[config.mk]
export PLATFORM = sky130hd
export DESIGN_NAME = fifo_deq_packer
export DESIGN_NICKNAME = d
export VERILOG_FILES = /design/src/rtl/fifo_deq_packer.sv
export SDC_FILE = /design/constraint.sdc
export NUM_CORES = 1
export LEC_CHECK = 0
export ABC_AREA = 1
export CAP_MARGIN = 10
export CORE_MARGIN = 4
export CORE_UTILIZATION = 45
export DETAILED_ROUTE_END_ITERATION = 8
export PLACE_DENSITY = 0.77
export SLEW_MARGIN = 0
export SYNTH_ARGS = -nofsm -noshare
export SYNTH_HDL_FRONTEND = slang
export SYNTH_SLANG_ARGS = --single-unit
[constraint.sdc]
create_clock -name clk -period 1.7 [get_ports clk]
set_clock_uncertainty 0.05 [all_clocks]
set_input_delay 0.255 -clock clk [delete_from_list [all_inputs] [get_ports clk]]
set_output_delay 0.255 -clock clk [all_outputs]
set_load 0.02 [all_outputs]
[src/rtl/fifo_deq_packer.sv]
// Width up-converter on the dequeue side of a fifo: packs up to PACK_RATIO
// entries into one wide word, with flush to close a partial word early.
module fifo_deq_packer #(
  parameter  int ENTRY_WIDTH = 4,
  parameter  int PACK_RATIO  = 4,
  localparam int DATA_WIDTH  = PACK_RATIO * ENTRY_WIDTH,
  localparam int COUNT_WIDTH = $clog2(PACK_RATIO + 1)
) (
  input  logic                   clk,
  input  logic                   rst,
  input  logic                   in_valid,
  input  logic [ENTRY_WIDTH-1:0] in_data,
  output logic                   in_ready,
  input  logic                   flush,
  output logic                   out_valid,
  output logic [DATA_WIDTH-1:0]  out_data,
  output logic [COUNT_WIDTH-1:0] out_count,
  input  logic                   out_ready
);

  typedef enum logic {
    FILL  = 1'b0,
    DRAIN = 1'b1
  } state_t;

  localparam logic [COUNT_WIDTH-1:0] LAST_IDX  = COUNT_WIDTH'(PACK_RATIO - 1);
  localparam logic [COUNT_WIDTH-1:0] COUNT_ONE = COUNT_WIDTH'(1);

  state_t                 state_q, state_d;
  logic [COUNT_WIDTH-1:0] count_q, count_d;
  logic [ENTRY_WIDTH-1:0] lane_q [PACK_RATIO];
  logic [ENTRY_WIDTH-1:0] lane_d [PACK_RATIO];

  logic in_fire;
  logic out_fire;

  // in_ready depends only on state and out_ready, never on in_valid.
  assign in_ready  = (state_q == FILL) ? 1'b1 : out_ready;
  assign out_valid = (state_q == DRAIN);
  assign in_fire   = in_valid & in_ready;
  assign out_fire  = out_valid & out_ready;
  assign out_count = out_valid ? count_q : '0;

  always_comb begin
    out_data = '0;
    for (int i = 0; i < PACK_RATIO; i++) begin
      out_data[i*ENTRY_WIDTH +: ENTRY_WIDTH] = out_valid ? lane_q[i] : '0;
    end
  end

  always_comb begin
    state_d = state_q;
    count_d = count_q;
    for (int i = 0; i < PACK_RATIO; i++) begin
      lane_d[i] = lane_q[i];
    end

    unique case (state_q)
      FILL: begin
        if (in_fire) begin
          for (int i = 0; i < PACK_RATIO; i++) begin
            if (COUNT_WIDTH'(i) == count_q) begin
              lane_d[i] = in_data;
            end
          end
          count_d = count_q + COUNT_ONE;
        end
        // A beat arriving together with flush belongs to the word being closed.
        if ((in_fire && (count_q == LAST_IDX)) ||
            (flush && ((count_q != '0) || in_fire))) begin
          state_d = DRAIN;
        end
      end

      DRAIN: begin
        if (out_fire) begin
          for (int i = 0; i < PACK_RATIO; i++) begin
            lane_d[i] = '0;
          end
          count_d = '0;
          state_d = FILL;
          if (in_fire) begin
            lane_d[0] = in_data;
            count_d   = COUNT_ONE;
            if (flush) begin
              state_d = DRAIN;
            end
          end
        end
      end

      default: begin
        state_d = FILL;
      end
    endcase
  end

  always_ff @(posedge clk) begin
    if (rst) begin
      state_q <= FILL;
      count_q <= '0;
      for (int i = 0; i < PACK_RATIO; i++) begin
        lane_q[i] <= '0;
      end
    end else begin
      state_q <= state_d;
      count_q <= count_d;
      for (int i = 0; i < PACK_RATIO; i++) begin
        lane_q[i] <= lane_d[i];
      end
    end
  end

endmodule

==> metrics.md, run 1 <==
| Metric | Value |
|---|---|
| Fraction of the mapped netlist area in compound gates | `0.0969` |
| Clock latency on the worst-skew pair | `around 0.30 ns` |
| Router iterations before antenna repair | `4` |
| Final WS setup | `a little under 0.1 ns` |
| Source of the worst hold timing path | `lane_q[3][2]` |
| Total wire length | `2490 microns` |
| Total Routing Usage GR | `0.160` |
| Critical path fanouts, max | `15` |
| Post-synthesis adder-cell area fraction | `0.0577` |
| Post-CTS Repair Setup Buffers | `0` |
| Number of buffers added to fix hold violations after cts | `0` |
| Count of placed standard cells including taps | `223` |
| DRC violation total after the first TritonRoute iteration | `14` |
| # DRC | `0` |
| Diode count | `0` |
| Cell leakage power | `0.000811 uW` |
| Crit share post-route | `0.943` |
| Post-Syn Area per Cell | `6.53 sq um` |
| Clock tree root buffer cell | `clkbuf_4` |
| Total vias in the final route | `1108` |
| Core outline area | `2250 sq um` |
| Status | `finished, final reports clean` |
| Maximum number of pins on one net before global-route repair | `16` |
| Yosys warning total | `0` |
| Clock-pin slew reported for the worst setup and hold paths after clock tree synthesis | `roughly 0.11 ns` |
| H-tree level count | `1` |
| HP Class | `flop to flop` |
| Count of placed standard cells in the final layout, fillers left out | `227` |
| Wire length of the first global-routing pass | `roughly 4300 microns` |
| Layout-stage area growth over the synthesis result | `31.8%` |
| Post-layout power | `984 uW` |
| Dpl ws | `-0.0651 ns` |
| Total count of max-transition violations in the final report | `0` |
| Die extent in y | `57.1 microns` |
| Gpl congestion | `roughly 0.84` |
| Post-synthesis sequential area ratio | `0.369` |
| Number of distinct library cells after synthesis | `14` |
| Number of placement rows | `17` |
| Maximum clock insertion buffer count | `2` |
| Via density per instance | `4.88` |
| Unrepaired setup endpoints after global routing | `no` |
| TritonCTS clock tree | `yes` |
| Clock buffer count from CTS | `3` |
| Routed length per placed instance | `11.0 microns` |
| Start-to-end type of the worst setup path | `flop to output port` |
| Vias in the first global route | `~1100` |
| Transition at the pin with the smallest max-transition slack | `between 0.3 and 0.4 ns` |
| Largest vdd supply drop | `0.488 mV` |
| Final-stage net count | `approximately 210` |
| Total of max-cap violations | `0` |
| Filler cell count in the final layout | `239` |
| Simple-gate share of the synthesized area | `0.331` |
| #FFs+latches synth | `20` |
| Number of port buffers | `29` |
| Initial standard-cell utilization of the core | `0.481` |
| Achievable frequency | `624 MHz` |
| Startpoint type of the worst setup path | `flop` |
| Hold_ws | `approximately 0.42 ns` |
| Number of antenna violations at the first check in global routing | `0` |
| Kind of end point of the critical path | `output port` |
| Total I/O pin count | `30` |
| Clock tree sinks | `20` |
| Fraction of layout instances using a drive strength above 1 | `0.0905` |
| Hold Fails Final Rpt | `0` |
| Horizontal die dimension | `~57 microns` |
| Mapped Nets | `180` |
| Number of endpoints failing setup at the final stage | `0` |
| Required time at the endpoint of the critical path | `1.39 ns` |
| Slew Limit Headroom | `0.770` |
| Core occupancy in the finished layout | `0.634` |
| Total congestion overflow after global routing | `0` |
| Die Outline Area | `3260 sq um` |
| Total standard cell area after synthesis | `1080 sq um` |
| HPWL reported at the end of detailed placement | `roughly 2000 microns` |
| Gate count after technology mapping | `166` |
| Share of the synthesized netlist area taken by xor and xnor gates | `0` |
| Startpoint of the worst setup timing path | `out_valid` |
| Portion of netlist area occupied by mux cells | `0` |
| Remaining number of nets flagged by the antenna check after routing | `0` |
| Signal arrival time at the worst endpoint | `1.30 ns` |
| Origin of the critical flop-to-flop path | `count_q[0]` |
| Combinational family with the most area after synthesis | `simple AND/OR/NAND/NOR gates` |
| Post-layout min period | `about 1.6 ns` |
| Cell area power density | `688 nW/um^2` |
## sequential cells by signal, indices dropped and copies added (netlist names)
signal	flops
lane_q	16
count_q	3
out_valid	1
## cells by family after synthesis
kind of cell / after synthesis
AND/OR/NAND/NOR: 82
adder cells (fa/ha/maj): 5
buffers and inverters: 38
AO/OA/AOI/OAI: 21
flip-flops: 20
## Yosys cell counts
cell type   n  area [sq um]
nand3_1    20           100
o21ai_0     1          5.00
inv_1      30           113
inv_2       2          7.51
buf_6       2          22.5
ha_1        5          62.6
nand2_1    48           180
nand3b_1    3          22.5
clkbuf_1    4          15.0
nand2_2     5          31.3
or2_2       1          6.26
dfxtp_1    20           400
nor2_1      5          18.8
a21oi_1    20           100
## metrics by stage
stage,cell area (sq um),TNS [ns]
after CTS,1430,0
after global routing,1430,0
after detailed placement,1420,-0.0651
final,1430,0
after global placement,1420,-0.0374
after floorplan,1080,0
## layer usage
| metal | global-route usage | wire [microns] | up-vias |
|---|---|---|---|
| li1 | - | - | 575 |
| met3 | 0.0271 | 129 | 6 |
| met1 | 0.179 | 1050 | 499 |
| met4 | 0.0728 | 36 | 0 |
| met2 | 0.294 | 1270 | 28 |
| met5 | 0 | 0 | - |
## critical path, stage by stage, from the launching register on
cell           delay (ns)
dfxtp_1              0.34
buf_4                0.20
nand2_1              0.07
inv_1                0.05
dlygate4sd2_1        0.32
## where the power goes
group	internal [uW]	total (uW)	switching, uW
Combinational	76.1	200	124
Clock	131	278	148
Sequential	491	506	14.6
## final timing paths
path	to	slack [ns]	cells past startpoint
setup / recovery	out_data[15]	0.1	4
hold / removal	lane_q[3][2]	0.42	2
setup reg to reg	lane_q[0][0]	0.30	7
hold reg to reg	lane_q[3][2]	0.42	2
## layout by cell type (no fill, tap or decap), types with 5 or more instances in the layout
master	n
inv_1	30
a21oi_1	20
ha_1	5
nand2_2	5
dlygate4sd2_1	19
nand3_1	20
nand2_1	48
clkdlybuf4s50_1	8
dfxtp_1	20
buf_4	6
nor2_1	5
## repair_timing
| item | in CTS | in global routing |
|---|---|---|
| gates resized for setup | 21 | 2 |
| setup endpoints to repair | 21 | 2 |
| gates cloned | 0 | 0 |
| pin swaps | 0 | 0 |
## final cells by class
class | count | area, sq um | area share
clock buffers | 4 | 36.3 | 0.0254
flip-flops and latches | 20 | 400 | 0.280
inverters | 32 | 120 | 0.0840
repair buffers | 35 | 312 | 0.218
well taps | 28 | 35.0 | 0.0245
multi-input cells | 108 | 527 | 0.368
(Power assumes the default switching activity.)
==> run 2, diff against run 1 <==
CTS_CLUSTER_SIZE = 8   (was not set)
==> results of run 2 <==
Same layout as run 1: the final DEF is identical, and so are final timing and power.
==> variant, RTL diff (settings of run 1) <==
Make the reset (`rst`) asynchronous in one clocked block.
--- a/src/rtl/fifo_deq_packer.sv
+++ b/src/rtl/fifo_deq_packer.sv
@@ -97,3 +97,3 @@
 
-  always_ff @(posedge clk) begin
+  always_ff @(posedge clk or posedge rst) begin
     if (rst) begin
Function: differs if rst is asserted again (counterexample within 4 cycles, from zero or initial values and one cycle with rst high); with rst held inactive, the same outputs for 10 cycles.
==> variant against run 1 <==
  * Via count decreased by 5.4%
  * Sequential cell count unchanged
  * Highest routed layer unchanged
  * Cell area increased by 4.8%
  * Wire length decreased by 0.36%
  * Synthesized area increased by 7.3%
  * Worst setup slack got worse by 0.043 ns
  * Critical path type unchanged
Power is not compared: it rests on default switching activity, and its combinational part moved more than twofold at a synthesized area within 25%.
==> variant: results (changes against run 1) <==
outcome=finished clean; post-CTS setup buffers=0 (unchanged); Clock Path Buffers=2 (unchanged); reg-to-reg slack, setup=0.23 ns (-0.07 ns); maximum vdd drop=1.26 mV; Via density=4.72 (-3.3%); H-tree Lvls=1 (unchanged); Root Buffer=clkbuf_4; Largest register FFs=16 (unchanged); Synthesis Warnings=0 (unchanged); synth top area cells=dfrtp_1 (43%), nand2_1 (19%), inv_1 (8.7%), nand3_1 (8.6%), ha_1 (5.4%); setup ws final=0.0543 ns (-0.0426 ns); Post-DP Area=1510 sq um (+6.7%); hpwl dp=2000 microns (about the same); register area share after synthesis=43.0% (+6.1 points); nets@finish=208 (-2.8%); largest net degree at the start of global routing=21 (+5); vias in the first global route=1022 (-3.5%); Synth Net Count=172 (-4.4%); total CTS buffers=3 (unchanged); final non-filler cell total=222 (-2.2%); Setup Slack @ Placement=-0.0817 ns (-0.0166 ns); Iteration-0 DRC Markers=26 (+12); initial antenna violation count=0 (unchanged); Critical R2R Launch=count_q[0]; Hold WS=0.227 ns (-0.197 ns); Critical-path top delay cell=dfrtp_1; Routed WL per cell=11.2 microns (+1.9%); FFs w/ async S/R, synth=100% (+100 points); Leak=0.944 nW; final RePlAce weighted congestion=0.835 (-0.30%); Crit path largest cell delay=0.45 ns (+0.11 ns); crit path DAT=1.34 ns (+0.04 ns); Relative slew margins=68.6% (-8.5 points); Mapped Cells=158 (-4.8%); Port Buffer Count=29 (unchanged); layout cells sized above 1=14.6% (+5.5 points); Yosys cell types=17 (+3); ant diodes=0 (unchanged); global-route wire length before repair=4300 microns (+1.1%); aggregate global-route resource usage=16.2% (+0.16 points); top_reg_cell synth=dfrtp_1; Critical R2R Capture=lane_q[6]; commonest cells in the netlist=nand2_1 (59), inv_1 (27), dfrtp_1 (20), nand3_1 (20); Top reg by flops=lane_q; final setup TNS=0 ns (unchanged); reg2reg path depth=7 (unchanged); CTS clk-pin slew, worst paths=0.11 ns (about the same); HP Class=in2async
variant: worst register-to-register path: stages (launching register included):
cell	delay [ns]
dfrtp_1	0.45
inv_1	0.12
ha_1	0.16
inv_1	0.04
nor2_1	0.23
nand2_1	0.17
nand3_1	0.10
nand2_1	0.05
variant: power breakdown:
part | internal (mW) | leakage (nW) | switching, mW | total [mW]
clock | 0.0823 | 0.0138 | 0.133 | 0.216
combinational | 0.452 | 0.668 | 0.743 | 1.19
sequential | 0.651 | 0.262 | 0.121 | 0.772
total | 1.18 | 0.944 | 0.997 | 2.18
variant: repair_timing:
action | CTS | global route
endpoints found under the hold margin | 0 | 0
setup endpoints to repair | 21 | 15
gates resized for setup | 21 | 25
variant: area by class of cell:
class / instances / area, sq um
Clock buffer: 3 / 22.5
Fill cell: 234 / 978
Inverter: 29 / 109
Multi-Input combinational cell: 103 / 503
Sequential cell: 20 / 500
Tap cell: 30 / 37.5
Timing Repair Buffer: 37 / 327
variant: cell families after synthesis:
| family | after synthesis | synth area share [%] |
|---|---|---|
| compound gates | 4 | 2.15 |
| simple gates | 94 | 35.7 |
| buf+inv | 35 | 13.8 |
| fa+ha+maj | 5 | 5.38 |
| flops | 20 | 43.0 |
variant: worst max path at each step:
stage | from | end | depth (start not counted)
floorplan | out_valid | out_count[1] | 4
global placement | out_ready | in_ready | 4
detailed placement | out_ready | in_ready | 4
CTS | out_valid | out_data[13] | 4
global route | out_valid | out_data[14] | 4
finish | out_valid | in_ready | 3
variant: layer usage:
metal  wire length, microns  global-route usage (%)  vias to the layer above  part of all wire [%]
li1                       -                       -                      547                     -
met1                   1100                    19.3                      477                    44
met2                   1260                    28.1                       20                    51
met3                     90                    3.07                        4                   3.6
met4                     33                    7.12                        0                   1.3
met5                      0                       0                        -                     0
